===== config.mk =====
export PLATFORM = sky130hd
export DESIGN_NAME = soft_rst_req
export DESIGN_NICKNAME = d
export VERILOG_FILES = /design/src/rtl/soft_rst_req_pkg.sv /design/src/rtl/soft_rst_wdt.sv /design/src/rtl/soft_rst_req.sv
export SDC_FILE = /design/constraint.sdc
export NUM_CORES = 1
export LEC_CHECK = 0
export ABC_AREA = 1
export BUFFER_PORTS_ARGS = -buffer_cell sky130_fd_sc_hd__buf_4
export CAP_MARGIN = 15
export CORE_MARGIN = 1
export CORE_UTILIZATION = 45
export DETAILED_ROUTE_END_ITERATION = 6
export PLACE_DENSITY = 0.73
export SETUP_SLACK_MARGIN = 0.2
export SLEW_MARGIN = 20
export SYNTH_ARGS = -nofsm -noshare
export SYNTH_HDL_FRONTEND = slang
export SYNTH_HIERARCHICAL = 1
export SYNTH_SLANG_ARGS = --single-unit

===== constraint.sdc =====
create_clock -name sysclk -period 1.1 [get_ports sysclk]
set_input_delay 0.11 -clock sysclk [delete_from_list [all_inputs] [get_ports sysclk]]
set_output_delay 0.11 -clock sysclk [all_outputs]
set_load 0.03 [all_outputs]

===== src/rtl/soft_rst_req_pkg.sv =====
// Shared definitions for the soft reset request block: register map, FSM codes, default unlock keys.
package soft_rst_req_pkg;

    localparam logic [1:0] SRR_ADDR_STAT   = 2'd0;
    localparam logic [1:0] SRR_ADDR_RELOAD = 2'd1;
    localparam logic [1:0] SRR_ADDR_COUNT  = 2'd2;
    localparam logic [1:0] SRR_ADDR_CTRL   = 2'd3;

    localparam logic [1:0] SRR_IDLE   = 2'd0;
    localparam logic [1:0] SRR_UNLOCK = 2'd1;
    localparam logic [1:0] SRR_FIRE   = 2'd2;

    localparam logic [15:0] SRR_KEY1_DEFAULT = 16'hA5C3;
    localparam logic [15:0] SRR_KEY2_DEFAULT = 16'h5C3A;

    // Field order matches status bits [3:1] and the write-1-to-clear mask on the control address.
    typedef struct packed {
        logic fire;
        logic tmo;
        logic seq;
    } srr_err_t;

    function automatic logic [7:0] sat_inc8(input logic [7:0] v);
        return (v == 8'hFF) ? v : v + 8'd1;
    endfunction

endpackage


===== src/rtl/soft_rst_wdt.sv =====
// Loadable 16-bit down-counter with kick and expiry pulse; present only when LEDCTRL_SOFT_WDT_EN is defined.
`ifdef LEDCTRL_SOFT_WDT_EN
module soft_rst_wdt (
    input  logic        sysclk,
    input  logic        rst_n,
    input  logic        load,
    input  logic        kick,
    input  logic [15:0] load_val,
    output logic        on,
    output logic [15:0] reload,
    output logic [15:0] count,
    output logic        expire
);

    // A host write in the expiry cycle (kick or reload) rescues the system.
    assign expire = on && (count == 16'd0) && !load && !kick;

    always_ff @(posedge sysclk or negedge rst_n) begin
        if (!rst_n) begin
            on     <= 1'b0;
            reload <= 16'd0;
            count  <= 16'd0;
        end else if (load) begin
            reload <= load_val;
            count  <= load_val;
            on     <= (load_val != 16'd0);
        end else if (kick) begin
            count <= reload;
        end else if (expire) begin
            on <= 1'b0;
        end else if (on && count != 16'd0) begin
            count <= count - 16'd1;
        end
    end

endmodule
`endif


===== src/rtl/soft_rst_req.sv =====
// Soft reset request: a keyed two-word unlock raises reset_reg toward the system reset generator.
// Define LEDCTRL_SOFT_WDT_EN to add a host-kicked watchdog that fires the same request.
module soft_rst_req
    import soft_rst_req_pkg::*;
#(
    parameter logic [15:0] KEY1       = SRR_KEY1_DEFAULT,
    parameter logic [15:0] KEY2       = SRR_KEY2_DEFAULT,
    parameter int          UNLOCK_TMO = 64,
    parameter int          FIRE_MAX   = 32
) (
    input  logic        sysclk,
    input  logic        rst_n,
    input  logic        wr_en,
    input  logic [1:0]  wr_addr,
    input  logic [15:0] wr_data,
    input  logic [1:0]  rd_addr,
    output logic [15:0] rd_data,
    output logic        reset_reg,
    output logic        busy
);

    localparam logic [7:0] TMO_LAST  = 8'(UNLOCK_TMO - 1);
    localparam logic [7:0] FIRE_LAST = 8'(FIRE_MAX - 1);

    logic [1:0]  state;
    logic [1:0]  state_nxt;
    logic [7:0]  tmo_cnt;
    logic [7:0]  fire_cnt;
    srr_err_t    err;
    srr_err_t    err_set;
    srr_err_t    err_clr;
    logic        wr_ok;
    logic        key_wr;
    logic        wdt_on;
    logic        wdt_expire;
    logic [15:0] wdt_reload;
    logic [15:0] wdt_count;

    // Once fired, the block is waiting to be reset by its own request, so every write is locked out.
    assign wr_ok   = wr_en && (state != SRR_FIRE);
    assign key_wr  = wr_ok && (wr_addr == SRR_ADDR_STAT);
    assign err_clr = (wr_ok && wr_addr == SRR_ADDR_CTRL) ? srr_err_t'(wr_data[3:1]) : '0;
    assign busy    = (state != SRR_IDLE);

`ifdef LEDCTRL_SOFT_WDT_EN
    soft_rst_wdt u_wdt (
        .sysclk   (sysclk),
        .rst_n    (rst_n),
        .load     (wr_ok && wr_addr == SRR_ADDR_RELOAD),
        .kick     (wr_ok && wr_addr == SRR_ADDR_COUNT),
        .load_val (wr_data),
        .on       (wdt_on),
        .reload   (wdt_reload),
        .count    (wdt_count),
        .expire   (wdt_expire)
    );
`else
    assign wdt_on     = 1'b0;
    assign wdt_reload = 16'd0;
    assign wdt_count  = 16'd0;
    assign wdt_expire = 1'b0;
`endif

    // NOTE: every output of a combinational block gets a default first, so no path can infer a latch.
    always_comb begin
        state_nxt = state;
        err_set   = '0;
        case (state)
            SRR_IDLE: begin
                if (key_wr) begin
                    if (wr_data == KEY1) state_nxt = SRR_UNLOCK;
                    else                 err_set.seq = 1'b1;
                end
            end
            SRR_UNLOCK: begin
                if (key_wr) begin
                    if (wr_data == KEY2) begin
                        state_nxt = SRR_FIRE;
                    end else begin
                        state_nxt   = SRR_IDLE;
                        err_set.seq = 1'b1;
                    end
                end else if (tmo_cnt == TMO_LAST) begin
                    state_nxt   = SRR_IDLE;
                    err_set.tmo = 1'b1;
                end
            end
            SRR_FIRE: begin
                if (fire_cnt == FIRE_LAST) begin
                    state_nxt    = SRR_IDLE;
                    err_set.fire = 1'b1;
                end
            end
            default: state_nxt = SRR_IDLE;
        endcase
        // Expiry outranks the sequence; a timeout that never took effect is not flagged.
        if (wdt_expire) begin
            state_nxt    = SRR_FIRE;
            err_set.tmo  = 1'b0;
            err_set.fire = 1'b0;
        end
    end

    // NOTE: sequential state uses non-blocking assignments so every flop samples pre-edge values.
    always_ff @(posedge sysclk or negedge rst_n) begin
        if (!rst_n) begin
            state     <= SRR_IDLE;
            tmo_cnt   <= 8'd0;
            fire_cnt  <= 8'd0;
            reset_reg <= 1'b0;
            err       <= '0;
        end else begin
            state     <= state_nxt;
            tmo_cnt   <= (state == SRR_UNLOCK) ? sat_inc8(tmo_cnt) : 8'd0;
            fire_cnt  <= (state == SRR_FIRE && !wdt_expire) ? sat_inc8(fire_cnt) : 8'd0;
            reset_reg <= (state_nxt == SRR_FIRE);
            err       <= err_set | (err & ~err_clr);
        end
    end

    always_comb begin
        rd_data = 16'd0;
        case (rd_addr)
            SRR_ADDR_STAT:   rd_data = {11'd0, wdt_on, err.fire, err.tmo, err.seq, busy};
            SRR_ADDR_RELOAD: rd_data = wdt_reload;
            SRR_ADDR_COUNT:  rd_data = wdt_count;
            default:         rd_data = {8'd0, state, 5'd0, reset_reg};
        endcase
    end

endmodule


==> Flow_metrics.wiki, run 1 <==
{| class="wikitable"
! Metric !! Value
|-
| Clk Latency, worst-skew pair || ~320 ps
|-
| Worst endpoint required time || 1310 ps
|-
| Clk pwr share || a little under a third
|-
| Category of the critical setup timing path || flop to flop
|-
| Buffer cell driving the clock tree root || clkbuf_4
|-
| RSZ-0062 raised after global routing || true
|-
| Max-cap viol count || 0
|-
| Finished Layout Cells || about 320
|-
| Area share of the largest cell type after synthesis || approximately two fifths
|-
| Number of routed nets with antenna violations || 0
|-
| Arrival time worst endpoint || roughly 1500 ps
|-
| Synth area leaders || dfrtp_1 38%, nand2_1 10%, inv_1 9.1%
|-
| Number of sinks handled by clock tree synthesis || 22
|-
| Biggest fanout along the worst timing path || 4
|-
| Minimum clock period after layout || about 1300 ps
|-
| Outcome || complete, but fails checks
|-
| Number of hold-slack violations in the final timing report || 0
|-
| Global Route met1 Usage || 31.19%
|-
| Synthesis-to-layout area growth || 63.32%
|-
| Share of power burned in combinational logic || between 10% and 20%
|-
| Count of vias placed by the detailed router || between 1500 and 2000
|-
| Via-to-Cell Ratio || 5.118
|-
| Register area share after synthesis || about two fifths
|-
| Worst setup slack for register-to-register paths || -230 ps
|-
| H-tree depth || 1
|-
| Mapped Avg Cell Area || 7.056 µm²
|-
| Adder-cell share of the synthesized area || 1.730%
|-
| TritonCTS buffer count || 3
|-
| Clock-pin slew on the worst setup and hold paths || roughly 140 ps
|-
| Number of synthesized register bits || 22
|-
| Average routed wire per standard cell || about 14 µm
|-
| Total of warnings raised by yosys || 6
|-
| Crit end category || flop
|-
| Core area || 0.003053 mm²
|-
| Max Buffers Root-to-Sink || 2
|-
| Part of the power in registers || between 50% and 60%
|-
| Combinational family with the most area after synthesis || simple AND/OR/NAND/NOR gates
|-
| Distinct cell type count after synthesis || 25
|-
| First-pass DRT Iterations || 4
|-
| Leakage || 1.202 nW
|-
| Initial antenna violation count || 0
|-
| Largest net degree at the start of global routing || 23
|-
| Post-synthesis cell area || 0.001446 mm²
|-
| Site Rows || 20
|-
| Wire length of the first global-routing pass || 6575 µm
|-
| Top achievable clock speed || 0.7544 GHz
|-
| Global-route track usage on met2 || 45.81%
|-
| Power dissipated by switching net loads || 0.4255 mW
|-
| Top-level I/O count || 41
|-
| Grt peak-use layer || met2
|-
| Vias in the first global route || 1542
|-
| Number of setup violations in the final report || 26
|-
| Post-synth top area cell || dfrtp_1
|-
| Placer congestion estimate || just under 0.9
|-
| Final WL || approximately 4400 µm
|-
| Floorplan die area || 0.003445 mm²
|-
| Die width || 58.70 µm
|-
| Half-perimeter wire length after placement || around 2700 µm
|-
| Largest regs || fire_cnt (8), tmo_cnt (8), err (3)
|-
| Diodes inserted || 0
|-
| Synthesized-area fraction occupied by and/or/nand/nor cells || between 30% and 40%
|-
| Worst voltage drop across the vdd grid || around 0.00045 V
|-
| Met3 global-route usage || around 4.2%
|-
| IO buf count || 30
|-
| Internal power || ~1.1 mW
|-
| Final Max Slew Viols || 0
|-
| Die outline height || 58.70 µm
|-
| Multiplexer share of the synthesized area || 0%
|-
| Commonest non-fill, non-tap cell in the layout || buf_4
|-
| Commonest cells after routing, fill and taps aside || 47 x buf_4, 32 x inv_1, 29 x nand2_1, 20 x dfrtp_1, 20 x buf_6
|-
| Type of the tightest min-delay check || primary input to flop
|-
| Placed cell count || between 300 and 400
|-
| Violation count after the first detailed-routing iteration || 53
|-
| Final critical-path share of the clock period || 120.5%
|-
| Gr ovfl total || 0
|-
| Share of the synthesized area in compound gates (AO/OA/AOI/OAI) || 8.564%
|-
| Sum of negative setup slack || -3856 ps
|-
| TritonCTS clock tree || yes
|-
| Initial cell density of the core || between 40% and 50%
|-
| Worst Skew || slightly above 10 ps
|-
| Count of mapped cells out of synthesis || around 200
|-
| Count of nets after finishing || between 300 and 400
|-
| Violated checks || negative setup slack
|-
| DRC errors left || 0
|-
| Pwr Total || roughly 1.5 mW
|-
| Share of the synthesized netlist area taken by xor and xnor gates || 0%
|-
| Share of layout cells above drive strength 1 || approximately half
|-
| Total GRT Usage || between 20% and 30%
|-
| Minimum setup slack in the final design || -225.5 ps
|-
| Switching fraction of total power || between 20 and 30%
|-
| Worst Setup Start Kind || flop
|-
| Power density cells || 653.0 mW/mm²
|-
| Number of filler instances in the final layout || about 210
|}
==> synth_stat cells, drive strengths merged <==
| master | count |
|---|---|
| nand4 | 7 |
| nor3 | 5 |
| inv | 38 |
| buf | 10 |
| o21a | 1 |
| a21oi | 1 |
| and3 | 1 |
| dfrtp | 22 |
| nor2 | 30 |
| conb | 1 |
| nand2 | 41 |
| nor3b | 1 |
| nand3 | 22 |
| o21ai | 19 |
| or2 | 2 |
| a31oi | 2 |
| ha | 2 |
==> path summary, 6_finish.rpt <==
check | cells past startpoint | from | endpoint
min in group asynchronous | 2 | rst_n | tmo_cnt[4]
setup reg to reg | 8 | fire_cnt[1] | fire_cnt[6]
hold reg to reg | 2 | err[0] | err[0]
hold / removal | 4 | wr_data[14] | state[0]
max in group asynchronous | 2 | rst_n | state[1]
setup / recovery | 8 | fire_cnt[1] | fire_cnt[6]
==> stage by stage <==
| stage | hold WS [ps] | area, µm² | utilization [%] | setup WS [ps] |
|---|---|---|---|---|
| floorplan | -185.6 | 1540 | - | -72.86 |
| global placement | 18.78 | 1918 | 62.83 | -128.7 |
| detailed placement | 18.89 | 1918 | 62.83 | -128.7 |
| CTS | 91.60 | 2251 | 73.73 | -162.0 |
| global route | 108.7 | 2362 | 77.38 | -316.2 |
| finish | 80.55 | 2362 | 77.38 | -225.5 |
==> per-layer routing <==
metal,up-vias,wire length (µm)
met4,0,107
met2,73,2370
li1,778,-
met1,780,1753
met3,12,215
met5,-,0
==> logic make-up (layout without fill, tap and decap cells) <==
logic type                 Yosys count  count (layout)
and+or+nand+nor                    109             109
buffers and inverters               48             111
AOI/OAI and AO/OA                   23              23
DFF                                 22              22
adders and majority gates            2               2
other                                1              10
==> area by class of cell <==
cell class / instances / area, µm² / area share, %
repair buffers: 69 / 608.1 / 25.74
flip-flops and latches: 22 / 553.0 / 23.41
multi-input cells: 144 / 959.7 / 40.62
well taps: 44 / 55.05 / 2.331
clock buffers: 4 / 36.28 / 1.536
inverters: 38 / 150.1 / 6.356
==> critical path, stage by stage (launching register included) <==
cell	delay, ps
dfrtp_1	390
ha_2	190
nand2_2	70
nor2_4	170
buf_4	140
buf_6	80
nand2_2	40
nand2_1	60
o21ai_1	70
==> power groups by stage <==
stage	combinational [mW]	sequential [mW]	clock [mW]
2_1_floorplan	0.136	0.840	0
3_5_place_dp	0.211	0.842	0
6_report	0.235	0.827	0.481
3_3_place_gp	0.210	0.842	0
4_1_cts	0.232	0.826	0.462
5_1_grt	0.258	0.829	0.498
==> timing repair <==
action	CTS	global route
buffers inserted	10	5
hold buffers	1	0
resized for setup	51	23
endpoints found under the hold margin	22	0
pin swaps	18	15
setup endpoints to repair	30	30
Note: power is estimated with default switching activity, not from simulation.
==> inputs of run 2 (changes only) <==
==> constraint.sdc (replaced) <==
create_clock -name sysclk -period 1.2 [get_ports sysclk]
set_input_delay 0.12 -clock sysclk [delete_from_list [all_inputs] [get_ports sysclk]]
set_output_delay 0.12 -clock sysclk [all_outputs]
set_load 0.03 [all_outputs]
==> run 2 against run 1 <==
Net effect:
- highest routed layer unchanged
- clock power shrank 23%
- core utilization shrank 5.6 points
- critical endpoint is now rd_data[0]
- non-clock buffer count shrank 14
- the run still ends with negative setup slack left
- final cell count shrank 4.4%
==> Flow_metrics.wiki, run 2 (same netlist as run 1, synthesis figures left out) <==
{| class="wikitable"
! Metric !! Value
|-
| Synthesis-to-layout area growth || 51.56%
|-
| Hold Path Cell Cnt || 4 (unchanged)
|-
| Half-perimeter wire length after placement || 2423 µm (-9.2%)
|-
| IO buf count || 30 (unchanged)
|-
| Count of vias placed by the detailed router || 1483 (-9.7%)
|-
| DRC errors left || 0 (unchanged)
|-
| Minimum setup slack in the final design || -105.2 ps (+120.4 ps)
|-
| Placed cell count || 286 (-5.0%)
|-
| Worst setup slack for register-to-register paths || -90 ps (+140 ps)
|-
| Top-level I/O count || 41 (unchanged)
|-
| Arrival time worst endpoint || 1190 ps (-340 ps)
|-
| Number of routed nets with antenna violations || 0 (unchanged)
|-
| Share of layout cells above drive strength 1 || 41.83% (-8.0 points)
|-
| Outcome || complete, but fails checks
|-
| Sum of negative setup slack || -911.2 ps (+2945 ps)
|-
| Diodes inserted || 0 (unchanged)
|-
| Wire length of the first global-routing pass || 6092 µm (-7.3%)
|-
| Worst reg-to-reg path cell count || 6 (-2)
|-
| Worst reg2reg startpoint || state[1]
|-
| Endpoint of the worst hold path || state[0]
|-
| Crit end category || primary output
|-
| Number of sinks handled by clock tree synthesis || 22 (unchanged)
|-
| Gr ovfl total || 0 (unchanged)
|-
| Type of the tightest min-delay check || primary input to flop
|-
| Count of nets after finishing || 289 (-4.6%)
|-
| Worst Setup Start Kind || flop
|-
| Via-to-Cell Ratio || 4.831 (-5.6%)
|-
| TritonCTS buffer count || 3 (unchanged)
|-
| Top achievable clock speed || around 0.77 GHz
|-
| H-tree depth || 1 (unchanged)
|-
| TritonCTS clock tree || yes
|-
| Clk Latency, worst-skew pair || 320 ps (about the same)
|-
| Initial antenna violation count || 0 (unchanged)
|-
| Capturing point of the worst reg2reg path || fire_cnt[2]
|-
| Largest net degree at the start of global routing || 23 (unchanged)
|-
| Floorplan die area || 0.003445 mm² (unchanged)
|-
| Violated checks || negative setup slack
|-
| Pwr Total || 1.334 mW (-14%)
|-
| Final WL || 3591 µm (-19%)
|-
| First-pass DRT Iterations || 5 (+1)
|-
| Vias in the first global route || 1461 (-5.3%)
|-
| Die outline height || 58.70 µm (unchanged)
|-
| Site Rows || 20 (unchanged)
|-
| Biggest fanout along the worst timing path || 2 (-2)
|-
| Placer congestion estimate || 0.8290 (-4.5%)
|-
| Core area || 0.003053 mm² (unchanged)
|-
| Worst voltage drop across the vdd grid || 0.0003049 V (-32%)
|-
| Worst endpoint required time || 1080 ps (-230 ps)
|-
| Category of the critical setup timing path || flop to primary output
|-
| Total GRT Usage || 23.62% (-2.0 points)
|-
| Number of setup violations in the final report || 16 (-38%)
|-
| Final Max Slew Viols || 0 (unchanged)
|-
| Minimum clock period after layout || roughly 1300 ps
|-
| Worst Skew || 6.520 ps (-3.652 ps)
|-
| Average routed wire per standard cell || 11.70 µm (-16%)
|-
| Commonest non-fill, non-tap cell in the layout || buf_4
|-
| Initial cell density of the core || 47.38% (unchanged)
|-
| Number of hold-slack violations in the final timing report || 0 (unchanged)
|-
| Finished Layout Cells || 307 (-4.4%)
|-
| Final critical-path share of the clock period || 108.8%
|-
| Clock-pin slew on the worst setup and hold paths || 130 ps (about the same)
|-
| Max Buffers Root-to-Sink || 2 (unchanged)
|-
| Power density cells || 608.4 mW/mm² (-6.8%)
|-
| Die width || 58.70 µm (unchanged)
|-
| Core Util, Final || 71.80% (-5.6 points)
|-
| Commonest cells after routing, fill and taps aside || 35 x buf_4, 32 x inv_1, 32 x nand2_1, 21 x dfrtp_1
|-
| Buffer cell driving the clock tree root || clkbuf_4
|-
| Pre-CTS setup slack || -22.28 ps (+106.4 ps)
|-
| Max-cap viol count || 0 (unchanged)
|-
| RSZ-0062 raised after global routing || true
|-
| Hold Startpoint || wr_data[14]
|-
| Largest regs || fire_cnt (8), tmo_cnt (8), err (3)
|-
| Leakage || 1.107 nW (-7.9%)
|-
| Violation count after the first detailed-routing iteration || 40 (-25%)
|}
==> run 2: changes by cell type in the layout (fill, tap and decap cells not counted), moves of 2 or more <==
cell,previous run,this run
buf_4,47,35
nand3_1,6,10
nand3_2,14,10
inv_4,3,0
nand2_1,29,32
nand2_2,9,6
nor2_2,6,3
buf_6,20,18
inv_2,3,5
nor2_1,16,18
o21ai_0,2,4
o21ai_2,6,4
==> run 2: worst max-delay path by stage <==
stage,from,endpoint,cells past startpoint
floorplan,tmo_cnt[0],tmo_cnt[4],6
global placement,tmo_cnt[0],tmo_cnt[0],6
detailed placement,fire_cnt[1],fire_cnt[3],5
CTS,state[0],rd_data[0],4
global route,state[1],fire_cnt[2],6
finish,state[0],rd_data[0],4
==> run 2: cell type report <==
cell class	count	area, µm²
clock buffer	4	26.28
fill	237	860.8
inverter	38	150.1
multi-input combinational	144	913.4
sequential	22	551.8
tap	44	55.05
timing repair buffer	55	495.5
==> run 2: per-stage QoR <==
step / cell area [µm²] / hold slack (ps)
final: 2192 / 90.33
after global routing: 2192 / 108.5
after CTS: 2125 / 104.1
after detailed placement: 1790 / 27.66
after global placement: 1790 / 30.54
after floorplan: 1525 / -175.6
==> run 2: what timing repair did <==
item	4_1_cts	5_1_grt
setup endpoints to repair	30	30
pin swaps	28	11
gates resized for setup	47	18
setup buffers	15	1
hold buffers	1	0
endpoints found under the hold margin	22	0
==> run 2: power by group <==
part / switching, mW / internal [mW] / leakage [nW]
registers: 0.00450 / 0.752 / 0.301
clock network: 0.239 / 0.130 / 0.0150
logic: 0.124 / 0.0845 / 0.791
==> run 2: worst max-delay path: stages (launching register included) <==
cell and delay (ps):
dfrtp_1 420, buf_6 130, nor2_4 100, o21ai_2 70
buf_6 140
==> run 2: metal layers <==
layer,track usage (%),share of wire (%),up-vias
met4,10.88,2.1,0
met2,39.57,49,54
li1,-,-,749
met5,0,0,-
met3,3.736,4.2,8
met1,29.96,45,672
==> inputs of run 3 (changes only) <==
==> constraint.sdc (replaced) <==
create_clock -name sysclk -period 1.2 [get_ports sysclk]
set_input_delay 0.12 -clock sysclk [delete_from_list [all_inputs] [get_ports sysclk]]
set_output_delay 0.12 -clock sysclk [all_outputs]
set_load 0.02 [all_outputs]
==> run 3 against run 2 <==
Net effect:
- the run still ends with negative setup slack left
- clock skew rose by 3.9 ps
- fmax rose by 3.3%
- non-clock buffer count fell by 7
- critical path type is now flop to flop
- largest power group unchanged
==> Flow_metrics.wiki, run 3 (same netlist as run 1, synthesis figures left out) <==
{| class="wikitable"
! Metric !! Value
|-
| Violated checks || negative setup slack
|-
| Clock-pin slew on the worst setup and hold paths || 120 ps (about the same)
|-
| Number of filler instances in the final layout || 258 (+8.9%)
|-
| Power density cells || 628.8 mW/mm² (+3.3%)
|-
| Outcome || complete, but fails checks
|-
| RSZ-0062 raised after global routing || true
|-
| Total GRT Usage || 19.34% (-4.3 points)
|-
| Endpoint of the worst hold path || state[0]
|-
| Top achievable clock speed || 0.7915 GHz (+3.3%)
|-
| Initial cell density of the core || 47.38% (unchanged)
|-
| Arrival time worst endpoint || 1520 ps (+330 ps)
|-
| Placement-stage cell area || 0.001792 mm² (about the same)
|-
| Top-level I/O count || 41 (unchanged)
|-
| Site Rows || 20 (unchanged)
|-
| Final critical-path share of the clock period || 105.3% (-3.5 points)
|-
| Die outline height || 58.70 µm (unchanged)
|-
| Final WL || 3100 µm (-14%)
|-
| Leakage || 1.039 nW (-6.1%)
|-
| Average routed wire per standard cell || 10.30 µm (-12%)
|-
| Crit-path leading delay family || flip-flops
|-
| Minimum setup slack in the final design || -63.45 ps (+41.70 ps)
|-
| Diodes inserted || 0 (unchanged)
|-
| Count of vias placed by the detailed router || 1443 (-2.7%)
|-
| Placer congestion estimate || 0.8280 (-0.12%)
|-
| Final Cell Area || 0.002029 mm² (-7.4%)
|-
| Via-to-Cell Ratio || 4.794 (-0.76%)
|-
| Worst Skew || 10.45 ps (+3.925 ps)
|-
| Crit path buffers/inverters || 2 (unchanged)
|-
| Core area || 0.003053 mm² (unchanged)
|-
| Minimum clock period after layout || 1263 ps (-41.70 ps)
|-
| Number of setup violations in the final report || 17 (+1)
|-
| Register Area || 551.8 µm² (unchanged)
|-
| Worst reg-to-reg path cell count || 7 (+1)
|-
| Share of layout cells above drive strength 1 || 35.02% (-6.8 points)
|-
| Clk Latency, worst-skew pair || 310 ps (about the same)
|-
| Gr ovfl total || 0 (unchanged)
|-
| H-tree depth || 1 (unchanged)
|-
| Number of routed nets with antenna violations || 0 (unchanged)
|-
| Final Max Slew Viols || 0 (unchanged)
|-
| Stage delay of the slowest cell on the critical path || 420 ps (about the same)
|-
| Worst endpoint required time || 1460 ps (+380 ps)
|-
| Largest net degree at the start of global routing || 23 (unchanged)
|-
| Biggest fanout along the worst timing path || 5 (+3)
|-
| DRC errors left || 0 (unchanged)
|-
| Hold Startpoint || wr_data[14]
|-
| Number of sinks handled by clock tree synthesis || 22 (unchanged)
|-
| Master of the slowest instance on the critical path || dfrtp_1
|-
| First-pass DRT Iterations || 4 (-1)
|-
| Die width || 58.70 µm (unchanged)
|-
| Commonest cells after routing, fill and taps aside || 41 x buf_4, 37 x nand2_1, 35 x inv_1, 21 x dfrtp_1, 19 x nor2_1
|-
| Category of the critical setup timing path || flop to flop
|-
| Buffer cell driving the clock tree root || clkbuf_4
|-
| Max-cap viol count || 0 (unchanged)
|-
| Count of nets after finishing || 283 (-2.1%)
|-
| Violation count after the first detailed-routing iteration || 35 (-13%)
|-
| Half-perimeter wire length after placement || 2222 µm (-8.3%)
|-
| Wire length of the first global-routing pass || 5043 µm (-17%)
|-
| Pwr Total || 1.276 mW (-4.3%)
|-
| Worst setup slack for register-to-register paths || -60 ps (+30 ps)
|-
| Max Buffers Root-to-Sink || 2 (unchanged)
|-
| Commonest non-fill, non-tap cell in the layout || buf_4
|-
| TritonCTS buffer count || 3 (unchanged)
|-
| Hold Path Cell Cnt || 4 (unchanged)
|-
| Type of the tightest min-delay check || primary input to flop
|-
| Crit end category || flop
|-
| Initial antenna violation count || 0 (unchanged)
|-
| Worst path cell trace || buf_4 > inv_6 > nand2_4 > nor2_4 > nand3_4 > o21ai_2 > o21a_1
|-
| Largest regs || fire_cnt (8), tmo_cnt (8), err (3)
|-
| Worst reg2reg startpoint || state[0]
|-
| Worst voltage drop across the vdd grid || 0.0007137 V (+130%)
|-
| Floorplan die area || 0.003445 mm² (unchanged)
|-
| Synthesis-to-layout area growth || 40.31%
|-
| Capturing point of the worst reg2reg path || fire_cnt[4]
|-
| Vias in the first global route || 1240 (-15%)
|-
| Area of the multi-input gates || 863.3 µm² (-5.5%)
|-
| Number of hold-slack violations in the final timing report || 0 (unchanged)
|-
| Worst Setup Start Kind || flop
|-
| IO buf count || 30 (unchanged)
|-
| TritonCTS clock tree || yes
|}
run 3: final cells by class:
cell class	count	area share (%)
Timing Repair Buffer	48	18.99
Clock buffer	4	1.295
Inverter	38	7.275
Multi-Input combinational cell	145	42.54
Tap cell	44	2.713
Sequential cell	22	27.19
run 3: stage by stage:
step	util (%)	TNS (ps)	hold WS, ps	worst slack, ps	cells
floorplan	-	0	-175.6	27.14	214
global placement	58.69	0	29.42	12.22	287
detailed placement	58.69	-124.8	29.89	-30.97	287
CTS	64.71	-401.9	103.6	-52.11	299
global route	66.48	-2340	104.5	-146.9	301
finish	66.48	-587.9	109.2	-63.45	301
run 3: timing repair:
| item | 4_1_cts | 5_1_grt |
|---|---|---|
| hold buffers | 1 | 0 |
| endpoints found under the setup margin | 29 | 30 |
| cloned | 1 | 0 |
| setup buffers | 6 | 2 |
| gates resized for setup | 22 | 11 |
| pin swaps | 10 | 10 |
| hold endpoints to repair | 22 | 0 |
run 3: worst max-delay path by stage:
| stage | endpoint | depth (start not counted) | startpoint |
|---|---|---|---|
| 2_1_floorplan | tmo_cnt[4] | 6 | tmo_cnt[0] |
| 3_5_place_dp | reset_reg | 6 | fire_cnt[0] |
| 5_1_grt | fire_cnt[4] | 7 | state[0] |
| 4_1_cts | rd_data[0] | 3 | state[1] |
| 3_3_place_gp | fire_cnt[6] | 7 | fire_cnt[0] |
| 6_report | fire_cnt[4] | 7 | state[0] |
run 3: worst register-to-register path: cells and delay by family (launching register included):
kind                   cells  cell delay [ps]
AOI/OAI and AO/OA          2              210
buffers and inverters      2              220
DFF                        1              420
and+or+nand+nor            3              370
run 3: power by group:
part	total, mW	internal (mW)	switching, mW
Clock	0.344	0.130	0.214
Combinational	0.175	0.0758	0.0995
Sequential	0.757	0.752	0.00544
run 3: routing by layer:
layer / part of all wire, % / track usage, % / vias up
li1: - / - / 748
met1: 46 / 24.51 / 651
met2: 48 / 32.68 / 40
met3: 5.2 / 4.835 / 4
met4: 1.1 / 5.782 / 0
met5: 0 / 0 / -
